File: src/rtl/regbank_rd_arbiter.sv
// Round-robin arbiter for the single register-bank read port, with bounded
// locked bursts and write-through forwarding into the registered read data.
//
// state  | meaning
// ARB    | round-robin selection among all requesters each cycle
// LOCKED | owner holds the port until its burst ends, it drops, or BURST_MAX
module regbank_rd_arbiter #(
  parameter int NREQ      = 4,
  parameter int DW        = 32,
  parameter int AW        = 4,
  parameter int BURST_MAX = 4
) (
  input  logic                clk,
  input  logic                rst_n,
  input  logic [NREQ-1:0]     req,
  input  logic [NREQ-1:0]     lock,
  input  logic [NREQ*AW-1:0]  addr,
  input  logic                hold,
  output logic [NREQ-1:0]     gnt,
  output logic [AW-1:0]       mux_sel,
  input  logic [DW-1:0]       mux_data,
  input  logic                wr_en,
  input  logic [AW-1:0]       wr_addr,
  input  logic [DW-1:0]       wr_data,
  output logic [DW-1:0]       rd_data,
  output logic [NREQ-1:0]     rd_valid
);

  localparam int PW = (NREQ > 1) ? $clog2(NREQ) : 1;
  localparam int CW = $clog2(BURST_MAX + 1);

  typedef enum logic {ARB, LOCKED} state_t;

  state_t          state_q, state_d;
  logic [PW-1:0]   ptr_q, ptr_d;
  logic [PW-1:0]   owner_q, owner_d;
  logic [CW-1:0]   cnt_q, cnt_d, cnt_inc;
  logic [AW-1:0]   addr_a [NREQ];
  logic            found;
  logic [PW-1:0]   win;
  logic            grant;
  logic [PW-1:0]   gidx;
  logic [NREQ-1:0] gnt_int;
  logic [AW-1:0]   sel_int;

  always_comb begin
    for (int i = 0; i < NREQ; i++) addr_a[i] = addr[i*AW +: AW];
  end

  // Priority search starting at ptr, wrapping without a modulo operator
  always_comb begin
    int            tmp;
    logic [PW-1:0] idx;
    found = 1'b0;
    win   = '0;
    tmp   = 0;
    idx   = '0;
    for (int i = 0; i < NREQ; i++) begin
      tmp = int'(ptr_q) + i;
      if (tmp >= NREQ) tmp = tmp - NREQ;
      idx = PW'(tmp);
      if (!found && req[idx]) begin
        found = 1'b1;
        win   = idx;
      end
    end
  end

  assign cnt_inc = cnt_q + CW'(1);

  always_comb begin
    state_d = state_q;
    ptr_d   = ptr_q;
    owner_d = owner_q;
    cnt_d   = cnt_q;
    grant   = 1'b0;
    gidx    = '0;
    gnt_int = '0;
    sel_int = '0;
    case (state_q)
      ARB: begin
        if (!hold && found) begin
          grant = 1'b1;
          gidx  = win;
          ptr_d = (win == PW'(NREQ - 1)) ? '0 : win + PW'(1);
          if (lock[win] && (BURST_MAX > 1)) begin
            state_d = LOCKED;
            owner_d = win;
            cnt_d   = CW'(1);
          end
        end
      end
      LOCKED: begin
        // A dropped owner ends the burst even while the datapath holds the port
        if (!req[owner_q] || !lock[owner_q]) begin
          state_d = ARB;
        end else if (!hold) begin
          grant = 1'b1;
          gidx  = owner_q;
          cnt_d = cnt_inc;
          if (cnt_inc == CW'(BURST_MAX)) state_d = ARB;
        end
      end
      default: state_d = ARB;
    endcase
    if (grant) begin
      gnt_int[gidx] = 1'b1;
      sel_int       = addr_a[gidx];
    end
  end

  assign gnt     = rst_n ? gnt_int : '0;
  assign mux_sel = rst_n ? sel_int : '0;

  always_ff @(posedge clk or negedge rst_n) begin
    if (!rst_n) begin
      state_q  <= ARB;
      ptr_q    <= '0;
      owner_q  <= '0;
      cnt_q    <= '0;
      rd_data  <= '0;
      rd_valid <= '0;
    end else begin
      state_q  <= state_d;
      ptr_q    <= ptr_d;
      owner_q  <= owner_d;
      cnt_q    <= cnt_d;
      rd_valid <= gnt_int;
      if (grant) rd_data <= (wr_en && (wr_addr == sel_int)) ? wr_data : mux_data;
    end
  end

endmodule

File: config.mk
export PLATFORM = sky130hd
export DESIGN_NAME = regbank_rd_arbiter
export DESIGN_NICKNAME = d
export VERILOG_FILES = /design/src/rtl/regbank_rd_arbiter.sv
export SDC_FILE = /design/constraint.sdc
export NUM_CORES = 1
export LEC_CHECK = 0
export BUFFER_PORTS_ARGS = -buffer_cell sky130_fd_sc_hd__buf_2
export CAP_MARGIN = 20
export CORE_MARGIN = 2
export CORE_UTILIZATION = 46
export DETAILED_ROUTE_END_ITERATION = 10
export PLACE_DENSITY_LB_ADDON = 0.25
export SYNTH_ARGS = -nofsm -noshare
export SYNTH_HDL_FRONTEND = slang
export SYNTH_SLANG_ARGS = --single-unit
File: constraint.sdc
create_clock -name clk -period 3.95 [get_ports clk]
set_input_delay 0.1975 -clock clk [delete_from_list [all_inputs] [get_ports clk]]
set_output_delay 0.1975 -clock clk [all_outputs]
set_load 0.005 [all_outputs]
---- After elaboration in Yosys (flattened, before gate mapping) ----
Index checks and enable logic that the tools add are counted.
Widths: inputs -> output; s select.
cells by class
  magnitude comparators ................... 13
  bitwise logic cells ..................... 2
  reduce and logical (&&, ||, !) cells .... 16
  eq/ne operators ......................... 7
  $add $sub $neg .......................... 9
  mux-type cells .......................... 56
operators with widths
  operator             number
  $mux 32              1
  $mux 2               12
  $mux 4               6
  $lt 2x3->1 const B   7
  $mux 1               20
  $bmux 1 s2           7
  $ge 3x3->1 const B   4
  $mux 3               4
  $bmux 4 s2           1
  $ne 2x2->1 const B   4
  $sub 2x1->2 const B  4
  $add 2x2->3 const B  2
  $logic_and 1x1->1    6
  $logic_not 1->1      6
  $pmux 3 s2           1
  $eq 4x4->1           1
  $pmux 1 s2           2
  $pmux 2 s2           1
  $reduce_and 4->1     1
  $add 2x1->3 const B  1
  $add 3x1->3 const B  1
  $eq 3x3->1 const B   1
  $ge 2x3->1 const B   1
  $not 2->3            1
  other kinds (8)      8
word-level totals
  input bits .............................. 96
  bits in registers ....................... 44

---- Logic depth before layout (Yosys ltp) ----
  depth after elaboration ................. 25
  mapped depth ............................ 12
  gate-level depth less buffers ........... 9

---- Worst setup path before layout ----
OpenSTA, ideal clock, no wires.
  path type ............................... flip-flop to flip-flop
  start point ............................. reg state_q
  end point ............................... reg rd_data[10]
  required time ........................... 3.813 ns
  stages on the path, launching flop included .. 13
  setup slack ............................. 0.990 ns
  arrival time ............................ 2.823 ns
  buffers on the path ..................... 3
  cells stage by stage .................... dfrtp_1 > buf_2 > nor2_4 > nand2_4 > o31a_4 > buf_6 > o221ai_2 > a21oi_1 > or4b_4 > a31oi_4 > buf_12 > mux2i_1 > a21oi_1
between the ends
  word-level cells in the longest chain between the ends .. 10
RTL lines
  item                                        RTL line  text
  from (decl)                                 34        state_t state_q, state_d;
  from (signal assigned)                      124       state_q <= state_d;
  $not 1->1 (no source line)                  --
  $pmux 2 s2                                  80        case (state_q)
  $not 2->3 (implied by the code)             108       sel_int = addr_a[gidx];
  $bmux 4 s2                                  108
  $mux 4 (implied by the code) (2 in series)  108
  $mux 4                                      106       if (grant) begin
  $eq 4x4->1                                  129       if (grant) rd_data <= (wr_en && (wr_addr == sel_int)) ? wr_data : mux_data;
  $logic_and 1x1->1                           129
  $mux 32                                     129
  to (signal assigned)                        129
  to (decl)                                   25        output logic [DW-1:0] rd_data,
Parallel ways exist; a longest one is shown, timed or not. The select of a mux whose other input is x is not followed.
A chain may end at the register's enable or synchronous reset.

---- Final worst setup path ----
  start point ............................. reg owner_q[0]
  end point ............................... reg rd_data[13]
between the ends
  word-level cells in the longest chain between the ends .. 14
RTL lines
  item                                        RTL line  text
  from (decl)                                 36        logic [PW-1:0] owner_q, owner_d;
  from (signal assigned)                      126       owner_q <= owner_d;
  $bmux 1 s2                                  95        if (!req[owner_q] || !lock[owner_q]) begin
  $mux 1 (implied by the code)                95
  $logic_not 1->1                             95
  $logic_or 1x1->1                            95
  $mux 2                                      95
  $pmux 2 s2                                  80
  $not 2->3 (implied by the code)             108
  $bmux 4 s2                                  108
  $mux 4 (implied by the code) (2 in series)  108
  $mux 4                                      106
  $eq 4x4->1                                  129
  $logic_and 1x1->1                           129
  $mux 32                                     129
Parallel ways exist; a longest one is shown, timed or not. The select of a mux whose other input is x is not followed.

==> impl_metrics.csv <==
group,metric,value,unit
global_route,grt_overflow_total,0,
detailed_routing,vias_per_cell,5.25,
layout,syn2layout_area_growth,29.2,%
clock_network,clkSlewWorstSetupHoldPaths,0.08,ns
layout,antenna_cells,0,
clock_network,cts_buffers,5,
layout,final_cell_mix,"buf_2 (139), dfrtp_1 (44), nor2_1 (43)",
synth,synth_edf_count,0,
worst_hold_path,hold_path_class,"primary input to flop",
detailed_routing,drc_errors,0,
timing,fin_setup_tns,0,ns
synth,synth_area_leaders,"dfrtp_1 (40%), mux2i_1 (12%), a21oi_1 (6.9%)",
clock_network,clockBufferDepth,2,
timing,max_freq,296,MHz
worst_hold_path,whs_endpoint,"rd_data[22]$_DFFE_PN0N_",
detailed_routing,ant_nets,0,
detailed_routing,wl_per_cell,14.3,um
synth,synthCells,285,
global_route,grt_pass1_wl,11.0,mm
detailed_routing,via_count,2609,
worst_hold_path,hold_path_startpoint,"mux_data[22]",
timing,rsz0062_at_grt,"false",
layout,drive_gt1_share,40.3,%
floorplanning,fp.dieH,81.3,um
global_route,grtUsageTotal,21.4,%
layout,nets,520,
worst_setup_path,crit_type,"flop to flop",
worst_setup_path,worstReg2RegStart,"owner_q[0]$_DFFE_PN0P_",
layout,final_common_cell,"buf_2",
synth,synth_top_area_share,40.1,%
pwr,p_leak,0.00168,uW
synth,syn_area,2750,um2
worst_setup_path,crit_path_start_kind,"flop",
clock_network,htree_levels,2,
synth,async_reset_ff_share,100,%
timing,worst_slew_pin_slew,0.755,ns
synth,ys.flop_type,"dfrtp_1",
clock_network,cts_hold_buf,1,
clock_network,clock_latency,0.29,ns
worst_setup_path,r2r_setup_slack,0.57,ns
placed_design,dpl.hpwl,5.63,mm
synth,ys_seq_area_share,40.1,%
clock_network,cts_tree,"built",
synth,synth_warnings,0,
synth,yosysUniqueCellTypes,55,
synth,avgSynthCellArea,9.64,um2
detailed_routing,first_pass_iters,5,
clock_network,postCtsSetupRepairBufs,0,
status,outcome,"complete, no violations",
timing,hold_viol,0,
timing,post-route-period-util,85.5,%
pwr,peakVddDrop,242,uV
floorplanning,start_util,46.9,%
timing,maxSlewViolCount,0,
synth,ys_ff_latch,44,
layout,multi_input_area,1490,um2
layout,fill_cells,538,
timing,period_needed,3.38,ns
worst_setup_path,critPathMaxFanout,22,
global_route,grt_max_degree,42,
placed_design,port_buffers,139,
floorplanning,die_w,81.3,um
detailed_routing,dr.first_iter.drc_count,86,
detailed_routing,routed_wl,7.09,mm
clock_network,ctsResizeCount,0,
clock_network,cts.sinks,44,
global_route,first_global_vias,2285,
layout,final-seq-area,1100,um2
floorplanning,ios,140,
floorplanning,rows,28,
placed_design,gp_congestion,0.880,
global_route,antenna_found_initial,0,
timing,skew,0.00648,ns
worst_hold_path,holdPathStages,3,
floorplanning,die-area,6600,um2
worst_setup_path,cp.arrival,3.54,ns
synth,synth_top_area_cell,"dfrtp_1",
synth,syn-num-nets,383,
timing,setup_viol,0,
layout,post-route-util,60.6,%
run,max-cap-violations,0,
worst_setup_path,reg2reg_depth,10,
worst_setup_path,end_kind,"flop",
worst_setup_path,timing.rr.end,"rd_data[13]$_DFFE_PN0N_",
timing,relSlewSlack,49.3,%
clock_network,cts-root-buf,"clkbuf_8",
pwr,power_density,524,nW/um2
floorplanning,fp.coreArea,5850,um2
worst_setup_path,critPathRequiredTime,4.11,ns
## registers in the layout, indices dropped and copies added, names as in the netlist
signal,flops
rd_data,32
owner_q,2
state_q,1
rd_valid,4
cnt_q,3
ptr_q,2
## worst max-delay path, cell delays in order (launching register included)
cell	delay, ns
dfrtp_1	0.43
and4b_1	0.26
o21ai_2	0.31
a21boi_2	0.48
o211ai_1	0.19
a21oi_1	0.17
or4b_4	0.48
a31oi_4	0.20
buf_4	0.38
mux2i_1	0.25
a21oi_1	0.09
## logic make-up after synthesis
| family | Yosys count | share of synthesized area [%] |
|---|---|---|
| muxes | 38 | 15.0 |
| adders and majority gates | 2 | 0.911 |
| DFF | 44 | 40.1 |
| buffers and inverters | 27 | 6.20 |
| AOI/OAI and AO/OA | 84 | 21.8 |
| and+or+nand+nor | 90 | 15.9 |
## worst max path at each step
stage	slack, ns	from	cells after the start	endpoint
6_report	0.57	owner_q[0]$_DFFE_PN0P_	10	rd_data[13]$_DFFE_PN0N_
5_1_grt	0.31	owner_q[1]$_DFFE_PN0P_	10	rd_data[31]$_DFFE_PN0N_
4_1_cts	0.58	state_q$_DFF_PN0_	10	rd_data[31]$_DFFE_PN0N_
3_5_place_dp	0.57	state_q$_DFF_PN0_	10	rd_data[13]$_DFFE_PN0N_
3_3_place_gp	0.67	state_q$_DFF_PN0_	10	rd_data[14]$_DFFE_PN0N_
2_1_floorplan	0.99	state_q$_DFF_PN0_	12	rd_data[10]$_DFFE_PN0N_
## metal layers
| layer | vias up | wire length [um] | global-route usage, % |
|---|---|---|---|
| li1 | 1310 | - | - |
| met1 | 1173 | 3170 | 30.4 |
| met2 | 119 | 3220 | 33.8 |
| met3 | 7 | 634 | 4.22 |
| met4 | 0 | 63 | 4.75 |
| met5 | - | 0 | 0 |
## stage by stage
step / total power, uW / setup slack, ns / std cells / hold slack [ns] / area (um2)
floorplan: 1280 / 0.990 / 285 / -0.0981 / 2750
global placement: 1590 / 0.675 / 489 / 0.0666 / 3460
detailed placement: 1610 / 0.569 / 489 / 0.0598 / 3460
CTS: 1880 / 0.576 / 497 / 0.191 / 3550
global route: 2030 / 0.315 / 497 / 0.203 / 3550
finish: 1860 / 0.573 / 497 / 0.203 / 3550
## synthesized netlist by cell type (2+ instances only)
master / instances
a21boi_0: 2
a21oi_1: 38
a221oi_2: 2
a22oi_1: 2
and2_1: 2
and3_1: 3
and3b_1: 2
buf_12: 3
buf_6: 2
clkbuf_1: 7
dfrtp_1: 44
ha_1: 2
inv_1: 12
mux2_2: 3
mux2i_1: 33
nand2_1: 23
nand3_1: 2
nor2_1: 43
nor3_1: 2
o2111a_1: 2
o2111ai_1: 2
o211a_1: 2
o211ai_1: 8
o21ai_0: 9
o21ai_2: 2
o221ai_1: 2
o221ai_2: 2
or4b_4: 2
## cell type report
cell class	instances	share of cell area (%)
clock inverter	1	0.141
timing repair buffer	145	21.0
clock buffer	6	2.05
tap	75	2.65
inverter	12	1.27
multi-input combinational	214	41.9
sequential	44	31.0
## where the power goes
part,internal (uW),switching (uW),total [uW]
Sequential,639,118,757
Combinational,383,458,841
Clock,120,140,261
Power figures use the tool's default switching activity.
